### config.mk
export PLATFORM = sky130hd
export DESIGN_NAME = sha3_absorb_packer
export DESIGN_NICKNAME = d
export VERILOG_FILES = /design/src/rtl/sha3_absorb_packer.sv
export SDC_FILE = /design/constraint.sdc
export NUM_CORES = 2
export LEC_CHECK = 0
export ABC_AREA = 1
export CAP_MARGIN = 10
export CORE_AREA = 2 2 629 631
export DETAILED_ROUTE_END_ITERATION = 10
export DIE_AREA = 0 0 631 633
export SYNTH_ARGS = -nofsm -noshare
export SYNTH_HDL_FRONTEND = slang
export SYNTH_SLANG_ARGS = --single-unit
export TNS_END_PERCENT = 30
### constraint.sdc
create_clock -name ACLK -period 2.4 [get_ports ACLK]
set_input_delay 0.48 -clock ACLK [delete_from_list [all_inputs] [get_ports ACLK]]
set_output_delay 0.48 -clock ACLK [all_outputs]
set_load 0.01 [all_outputs]
### src/rtl/sha3_absorb_packer.sv
`default_nettype none
// ============================================================================
//  Module   : sha3_absorb_packer
//  Purpose  : Packs an AXI-Stream byte message into rate-sized blocks and
//             applies SHA-3 padding at end of message. Each block is
//             presented as a 1600-bit state word, with byte i at bits
//             [8i+7:8i], to the Keccak permutation core.
//  Ports    : ACLK, ARESETN     - clock, asynchronous active-low reset
//             S_T*              - AXI-Stream message input (TUSER = mode)
//             BLK_DATA/VALID/READY/FIRST/LAST/MODE - block output to core
//  Config   : define SHA3_KECCAK_LEGACY_PAD_EN to use the original Keccak
//             domain byte 0x01 instead of the FIPS-202 SHA-3 byte 0x06.
//  Revision : 1.0 - initial release
// ============================================================================
module sha3_absorb_packer #(
  parameter int DATA_WIDTH = 16,
  parameter int KEEP_WIDTH = DATA_WIDTH / 8
) (
  input  logic                  ACLK,
  input  logic                  ARESETN,
  input  logic [DATA_WIDTH-1:0] S_TDATA,
  input  logic [KEEP_WIDTH-1:0] S_TKEEP,
  input  logic                  S_TVALID,
  output logic                  S_TREADY,
  input  logic                  S_TLAST,
  input  logic [1:0]            S_TUSER,
  output logic [1599:0]         BLK_DATA,
  output logic                  BLK_VALID,
  input  logic                  BLK_READY,
  output logic                  BLK_FIRST,
  output logic                  BLK_LAST,
  output logic [1:0]            BLK_MODE
);

`ifdef SHA3_KECCAK_LEGACY_PAD_EN
  localparam logic [7:0] DOMAIN_BYTE = 8'h01;
`else
  localparam logic [7:0] DOMAIN_BYTE = 8'h06;
`endif

  localparam logic [1:0] ST_FILL   = 2'd0;
  localparam logic [1:0] ST_PADBLK = 2'd1;
  localparam logic [1:0] ST_HOLD   = 2'd2;

  function automatic logic [8:0] rate_of(input logic [1:0] m);
    case (m)
      2'd0:    rate_of = 9'd144;
      2'd1:    rate_of = 9'd136;
      2'd2:    rate_of = 9'd104;
      default: rate_of = 9'd72;
    endcase
  endfunction

  logic [1:0]            state;
  logic [1:0]            state_next;
  logic [1599:0]         block_q;
  logic [7:0]            word_idx;
  logic                  pad_pend;
  logic                  msg_first;
  logic                  msg_active;
  logic [1:0]            mode_q;
  logic                  blk_first_q;
  logic                  blk_last_q;
  logic                  started;

  logic                  beat;
  logic [KEEP_WIDTH-1:0] keep_eff;
  logic [3:0]            pop;
  logic [1:0]            eff_mode;
  logic [8:0]            rate_in;
  logic [8:0]            rate_pad_m1;
  logic [8:0]            n_after;
  logic                  at_full;
  logic                  pad_now;
  logic                  blk_done;
  logic [1599:0]         fill_next;
  logic [1599:0]         pad_block;

  // Keep is only honoured on the last beat; earlier beats are always full.
  assign keep_eff = S_TLAST ? S_TKEEP : {KEEP_WIDTH{1'b1}};
  assign beat     = S_TVALID && S_TREADY;
  // The first beat of a message carries the mode, so size the rate from it.
  assign eff_mode = msg_active ? mode_q : S_TUSER;
  assign rate_in  = rate_of(eff_mode);
  assign rate_pad_m1 = rate_of(mode_q) - 9'd1;

  always_comb begin
    pop = '0;
    for (int i = 0; i < KEEP_WIDTH; i++) pop = pop + 4'(keep_eff[i]);
  end

  assign n_after  = 9'(word_idx) * 9'(KEEP_WIDTH) + 9'(pop);
  assign at_full  = (n_after == rate_in);
  assign pad_now  = S_TLAST && !at_full;
  assign blk_done = beat && (S_TLAST || at_full);

  // Per-byte merge of the incoming beat, with padding folded in when the
  // last beat leaves room in the current block.
  genvar gi;
  generate
    for (gi = 0; gi < 200; gi++) begin : g_byte
      localparam int         LANE = gi % KEEP_WIDTH;
      localparam logic [7:0] WORD = 8'(gi / KEEP_WIDTH);
      localparam logic [8:0] IDX  = 9'(gi);
      logic [7:0] merged;
      always_comb begin
        merged = block_q[8*gi +: 8];
        if ((word_idx == WORD) && keep_eff[LANE]) merged = S_TDATA[8*LANE +: 8];
        if (pad_now && (n_after == IDX))            merged = merged ^ DOMAIN_BYTE;
        if (pad_now && (rate_in - 9'd1 == IDX))     merged = merged ^ 8'h80;
        pad_block[8*gi +: 8] = 8'h00;
        if (gi == 0)                                pad_block[8*gi +: 8] = DOMAIN_BYTE;
        if (rate_pad_m1 == IDX)                     pad_block[8*gi +: 8] = 8'h80;
      end
      assign fill_next[8*gi +: 8] = merged;
    end
  endgenerate

  // State register
  always_ff @(posedge ACLK or negedge ARESETN) begin
    if (!ARESETN) state <= ST_FILL;
    else          state <= state_next;
  end

  // Next-state logic
  always_comb begin
    state_next = state;
    case (state)
      ST_FILL:   if (blk_done) state_next = ST_HOLD;
      ST_HOLD:   if (BLK_READY) state_next = pad_pend ? ST_PADBLK : ST_FILL;
      ST_PADBLK: state_next = ST_HOLD;
      default:   state_next = ST_FILL;
    endcase
  end

  // Output logic; S_TREADY depends only on registered state.
  always_comb begin
    S_TREADY  = (state == ST_FILL) && started;
    BLK_VALID = (state == ST_HOLD);
  end

  assign BLK_DATA  = block_q;
  assign BLK_FIRST = blk_first_q;
  assign BLK_LAST  = blk_last_q;
  assign BLK_MODE  = mode_q;

  // Datapath registers
  always_ff @(posedge ACLK or negedge ARESETN) begin
    if (!ARESETN) begin
      block_q     <= '0;
      word_idx    <= '0;
      pad_pend    <= 1'b0;
      msg_first   <= 1'b1;
      msg_active  <= 1'b0;
      mode_q      <= 2'd0;
      blk_first_q <= 1'b0;
      blk_last_q  <= 1'b0;
      started     <= 1'b0;
    end else begin
      started <= 1'b1;
      case (state)
        ST_FILL: begin
          if (beat) begin
            block_q    <= fill_next;
            word_idx   <= word_idx + 8'd1;
            msg_active <= !S_TLAST;
            if (!msg_active) mode_q <= S_TUSER;
            if (blk_done) begin
              blk_first_q <= msg_first;
              msg_first   <= 1'b0;
              blk_last_q  <= pad_now;
              pad_pend    <= S_TLAST && at_full;
            end
          end
        end
        ST_HOLD: begin
          if (BLK_READY) begin
            block_q   <= '0;
            word_idx  <= '0;
            pad_pend  <= 1'b0;
            msg_first <= msg_first | blk_last_q;
          end
        end
        ST_PADBLK: begin
          block_q     <= pad_block;
          blk_first_q <= 1'b0;
          blk_last_q  <= 1'b1;
        end
        default: ;
      endcase
    end
  end

endmodule
`default_nettype wire

# Word-level counts from Yosys, hierarchy flattened
# Cells that the tools add are included.
# classes
add_sub_neg,5
mul,0
div,0
n_lt_le_gt_ge,0
n_eq_ne,706
shift,0
mux,828
bitwise,401
reduce_logical,624
# ops
cell,count
$mux 8,602
$pmux 1600 s3,1
$mux 1600,2
$eq 9x8->1 const B,216
$eq 9x7->1 const B,192
$eq 9x6->1 const B,96
$logic_and 1x1->1,605
$mux 3,200
$eq 9x5->1 const B,48
$not 2->2,200
$eq 8x7->1 const B,36
$eq 8x6->1 const B,32
$eq 9x4->1 const B,24
$not 1->1,200
$eq 8x5->1 const B,16
$eq 9x3->1 const B,12
$eq 8x4->1 const B,8
$eq 9x2->1 const B,6
$pmux 8 s3,2
$eq 8x3->1 const B,4
$eq 9x1->1 const B,3
$logic_not 9->1,3
$sub 9x1->9 const B,2
$eq 8x2->1 const B,2
24 further kinds,52
# totals
regBits,1618
latch_bits,0
ram_bits,0
romBits,0
in_bits,25
output_inout_bits,1606
elab_cells,2574
n_memories,0

# Longest topological paths before layout
# logic_depth
depth_word,11
mapped_depth,22

# Worst setup path before layout
# No wires, ideal clock.
# synth_timing
kind,input-to-reg
startpoint,input port S_TLAST
endpoint,register block_q[1145] (netlist: BLK_DATA[1145])
arrival_time_ns,3.170
required_time_ns,2.283
path_slack_ns,-0.888
path_stages,21
n_path_buf,5
cell_sequence,inv_1 -> nor2_1 -> inv_2 -> clkbuf_1 -> clkbuf_1 -> ha_1 -> ha_1 -> nand3_1 -> xor2_1 -> nor2_1 -> nand2_1 -> nand2_1 -> nand3_1 -> nand2_2 -> inv_2 -> buf_6 -> buf_6 -> buf_4 -> nand3b_1 -> nand3_1 -> nand2_1
# synth_between
elab_chain_cells,11
word_cells_on_any_way,15
classes_between,add/sub (2); eq/ne (2); mux (6); bitwise (1); reduce/logical (4)
# synth_rtl
item,line,source
"start, declared",25,"input logic S_TLAST,"
$mux 2,80,assign keep_eff = S_TLAST ? S_TKEEP : {KEEP_WIDTH{1'b1}};
$add 1x1->2,89,for (int i = 0; i < KEEP_WIDTH; i++) pop = pop + 4'(keep_eff[i]);
$add 9x2->9,92,assign n_after = 9'(word_idx) * 9'(KEEP_WIDTH) + 9'(pop);
$eq 9x9->1,93,assign at_full = (n_after == rate_in);
$logic_not 1->1,94,assign pad_now = S_TLAST && !at_full;
$logic_and 1x1->1,94,
$logic_and 1x1->1,109,if (pad_now && (n_after == IDX)) merged = merged ^ DOMAIN_BYTE;
$mux 3 (*),109,
$mux 8 (*),110,if (pad_now && (rate_in - 9'd1 == IDX)) merged = merged ^ 8'h80;
$mux 1600 (*),163,if (beat) begin
$pmux 1600 s3 (*),161,case (state)
"end signal, assigned",164,block_q <= fill_next;
"end signal, assigned",185,block_q <= pad_block;
"end, declared",56,logic [1599:0] block_q;
# Mark *: on every way between the ends. The rest lies on a longest branch, timed or not. The select of a mux whose other input is x is not followed.
# A chain may end at the register's enable or synchronous reset.

# Final worst setup path
# layout_timing
startpoint,register word_idx[7]
endpoint,register block_q[626] (netlist: BLK_DATA[626])
# layout_between
elab_chain_cells,9
word_cells_on_any_way,14
classes_between,add/sub (1); eq/ne (3); mux (5); bitwise (1); reduce/logical (4)
# layout_rtl
item,line,source
"start, declared",57,logic [7:0] word_idx;
"start signal, assigned",165,word_idx <= word_idx + 8'd1;
$add 9x2->9,92,
$eq 9x9->1,93,
$logic_not 1->1,94,
$logic_and 1x1->1,94,
$logic_and 1x1->1,109,
$mux 3 (*),109,
$mux 8 (*),110,
$mux 1600 (*),163,
$pmux 1600 s3 (*),161,
# Marks and branches as above.

==> impl_metrics.csv <==
group,metric,value,unit
synth,yosysWarnings,0,
synth,yosys.area.top_type_share,0.534,
finish,drive_gt1_frac,0.199,
floorplanning,die_h,633,microns
status,outcome,"finished, violations left",
floorplanning,die_area,399000,sq um
place,dpl_cell_area,109000,sq um
floorplanning,start_util,0.193,
pwr,power.density,809,nW/um^2
worst_hold_path,hp-class,"input pin to flip-flop",
routing,drc_errors,0,
sta,worst_pin_slew,1.02,ns
pwr,p_leak,55.7,nW
clock_network,clock-root-buffer,"clkbuf_16",
global_routing,grt_overflow_total,0,
pwr,p_clk_frac,0.316,
sta,fin_ws,-0.382,ns
clock_network,cts_tree,"yes",
routing,first_pass_iters,9,
setup_path,crit_fanout,9,
place,portBuffers,1630,
finish,multi_input_area,29000,sq um
clock_network,cts-buffers-inserted,193,
synth,synth-main-ff-cell,"dfrtp_1",
setup_path,cp_common_cell,"nand2_1",
sta,skew,0.0617,ns
global_routing,grt_pass1_vias,75204,
routing,num_vias,79460,
setup_path,max_stage_delay,0.82,ns
finish,seq_area,40500,sq um
pwr,p_comb_frac,0.389,
sta,rsz0062_at_grt,"yes",
routing,drt_iter0_drc,8036,
sta,hold_viol,0,
sta,finalSetupViolCount,1717,
setup_path,worst_setup_path_end_kind,"flip-flop",
synth,synth_area_leader_cell,"dfrtp_1",
place,pre_cts_slack,-1.72,ns
pwr,power_frac_seq,0.295,
synth,yosysMostFrequentCell,"nand2_1",
pwr,internal-power,60.6,mW
place,dp_hpwl,355000,microns
finish,fin_area,122000,sq um
clock_network,path_clk_slew,0.07,ns
synth,synthTopCellsByCount,"nand2_1 (1998), inv_1 (1650), dfrtp_1 (1617), o22ai_1 (1150), nand3_1 (578)",
setup_path,critPathKind,"flip-flop to flip-flop",
status,failed_checks,"setup timing",
pwr,p_sw,38.0,mW
finish,fill_cells,40780,
pwr,total_power,98.6,mW
routing,wl_per_cell,27.7,microns
setup_path,critPathArrivalTime,3.56,ns
job,cap_violations,0,
synth,yosys_register_bits,1618,
sta,clock.fmax,359,MHz
synth,syn_avg_cell_area,8.29,sq um
global_routing,grt_max_degree,107,
clock_network,worst_skew_pair.late_latency,0.90,ns
setup_path,cp_slowest_cell,"nor3_1",
floorplanning,num_rows,230,
floorplanning,core,392000,sq um
synth,syn_nets,9185,
sta,maxSlewViolCount,0,
global_routing,antenna_found_initial,38,
routing,avgViaCountPerCell,4.61,
setup_path,worstPathCellList,"nor2_1 > buf_4 > nand3_2 > buf_12 > nor3_1 > inv_2 > o21a_1 > inv_1 > nand2_1 > nand3_1 > nand2_1",
place,place.gp.congestion,0.898,
clock_network,cts_max_level,4,
global_routing,grt_pass1_wl,631000,microns
floorplanning,die_width,631,microns
routing,ant_nets,0,
pwr,switching_share,0.386,
setup_path,r2r_cells,11,
synth,async_flop_share,1.00,
synth,synth-edff-count,0,
sta,period_needed,2.78,ns
pwr,ir_worst_vdd,0.642,mV
setup_path,cp_data_required_time,3.18,ns
synth,synthCells,9149,
sta,min_period_over_period,1.16,
clock_network,cts_buffer_depth,4,
global_routing,grt_usage,0.226,
clock_network,cts_sinks,1618,
finish,areaGrowthSynthToFinish,60.8,%
floorplanning,io_pins,1631,
finish,finalNonFillerCells,17229,
finish,final_nets,11884,
synth,yosysUniqueCellTypes,40,
worst_hold_path,worstHoldPathCells,5,
synth,synth_area,75800,sq um
synth,synth_area_leaders,"dfrtp_1 (53%), nand2_1 (9.9%), o22ai_1 (9.5%)",
setup_path,cp-start-kind,"flip-flop",
synth,ys_seq_area_frac,0.534,
routing,wl,478000,microns
place,placed_cells,16675,
finish,postLayoutCoreUtil,0.311,
sta,relSlewSlack,0.314,
[path summary, 6_finish.rpt]
kind                                  start        endpoint  slack, ns
worst min register to register    BLK_FIRST       BLK_FIRST       0.49
max in group asynchronous           ARESETN   BLK_DATA[402]       1.15
worst max register to register  word_idx[7]   BLK_DATA[626]      -0.38
worst max-delay path            word_idx[7]   BLK_DATA[626]      -0.38
worst min-delay path             S_TDATA[1]   BLK_DATA[801]       0.21
min in group asynchronous           ARESETN  BLK_DATA[1460]       0.22
[what timing repair did]
item                                   4_1_cts  5_1_grt
resized for setup                          520      355
pin swaps                                   80       72
buffers inserted                            79       38
endpoints found under the hold margin      708        0
setup endpoints to repair                 2193     2086
cloned                                      69       28
hold buffers                                 1        0
[placed cells by master (no fill, tap or decap), drive strengths merged, types with 10 or more instances in the layout]
master / instances
nand3b: 344
o21ai: 374
nand2: 2012
or2: 43
clkinv: 44
diode: 11
ha: 11
nor2: 130
dfrtp: 1617
a31oi: 10
a21oi: 272
nand3: 579
clkbuf: 286
clkdlybuf4s50: 1563
inv: 1688
bufinv: 20
clkinvlp: 10
o22ai: 1150
nor3: 216
o21a: 59
buf: 1493
dlygate4sd2: 48
[critical path, delay by kind of cell (launching register included)]
family                 cells  cell delay, ns
AO/OA/AOI/OAI              1            0.26
flip-flops                 1            0.42
buffers and inverters      4            0.65
AND/OR/NAND/NOR            6            1.30
[cells by family after synthesis]
kind of cell    count (synthesis)  synth area share
xor+xnor                        3          0.000446
compound gates               1868             0.145
simple gates                 3332             0.198
flops                        1618             0.534
other cells                     1         0.0000495
fa+ha+maj                      11           0.00181
buf+inv                      2316             0.121
[power by group through the flow]
| stage | combinational [mW] | clock, mW | sequential [mW] |
|---|---|---|---|
| CTS | 36.2 | 31.7 | 29.0 |
| finish | 38.4 | 31.2 | 29.1 |
| detailed placement | 31.2 | 0 | 29.5 |
| floorplan | 10.8 | 0 | 29.5 |
| global route | 39.8 | 32.8 | 29.1 |
| global placement | 31.2 | 0 | 29.5 |
[final cells by class]
type                    count  share of cell area
diodes                     11            0.000226
repair inverters            4            0.000410
clock buffers             267              0.0444
clock inverters            78             0.00896
flip-flops and latches   1618               0.332
well taps                5220              0.0536
inverters                1680              0.0527
repair buffers           3134               0.270
multi-input cells        5217               0.237
[layer usage]
metal / vias to the layer above / share of wire / GRT usage
li1: 35455 / - / -
met1: 39389 / 0.39 / 0.281
met2: 3891 / 0.47 / 0.372
met3: 723 / 0.088 / 0.0524
met4: 2 / 0.053 / 0.101
met5: - / 0.000027 / 0
[through the flow]
step	hold WS (ns)	setup TNS, ns
after floorplan	0.184	-124.52
after global placement	0.469	-1595.26
final	0.214	-220.98
after detailed placement	0.463	-1598.73
after global routing	0.147	-370.73
after CTS	0.108	-230.91
[sequential cells by signal, summed over array words and instances (netlist names)]
signal,cells
BLK_DATA,1600
BLK_FIRST,1
BLK_LAST,1
BLK_MODE,2
msg_active,1
msg_first,1
pad_pend,1
started,1
state,2
word_idx,8
No activity file was read; power rests on OpenSTA's default activity.
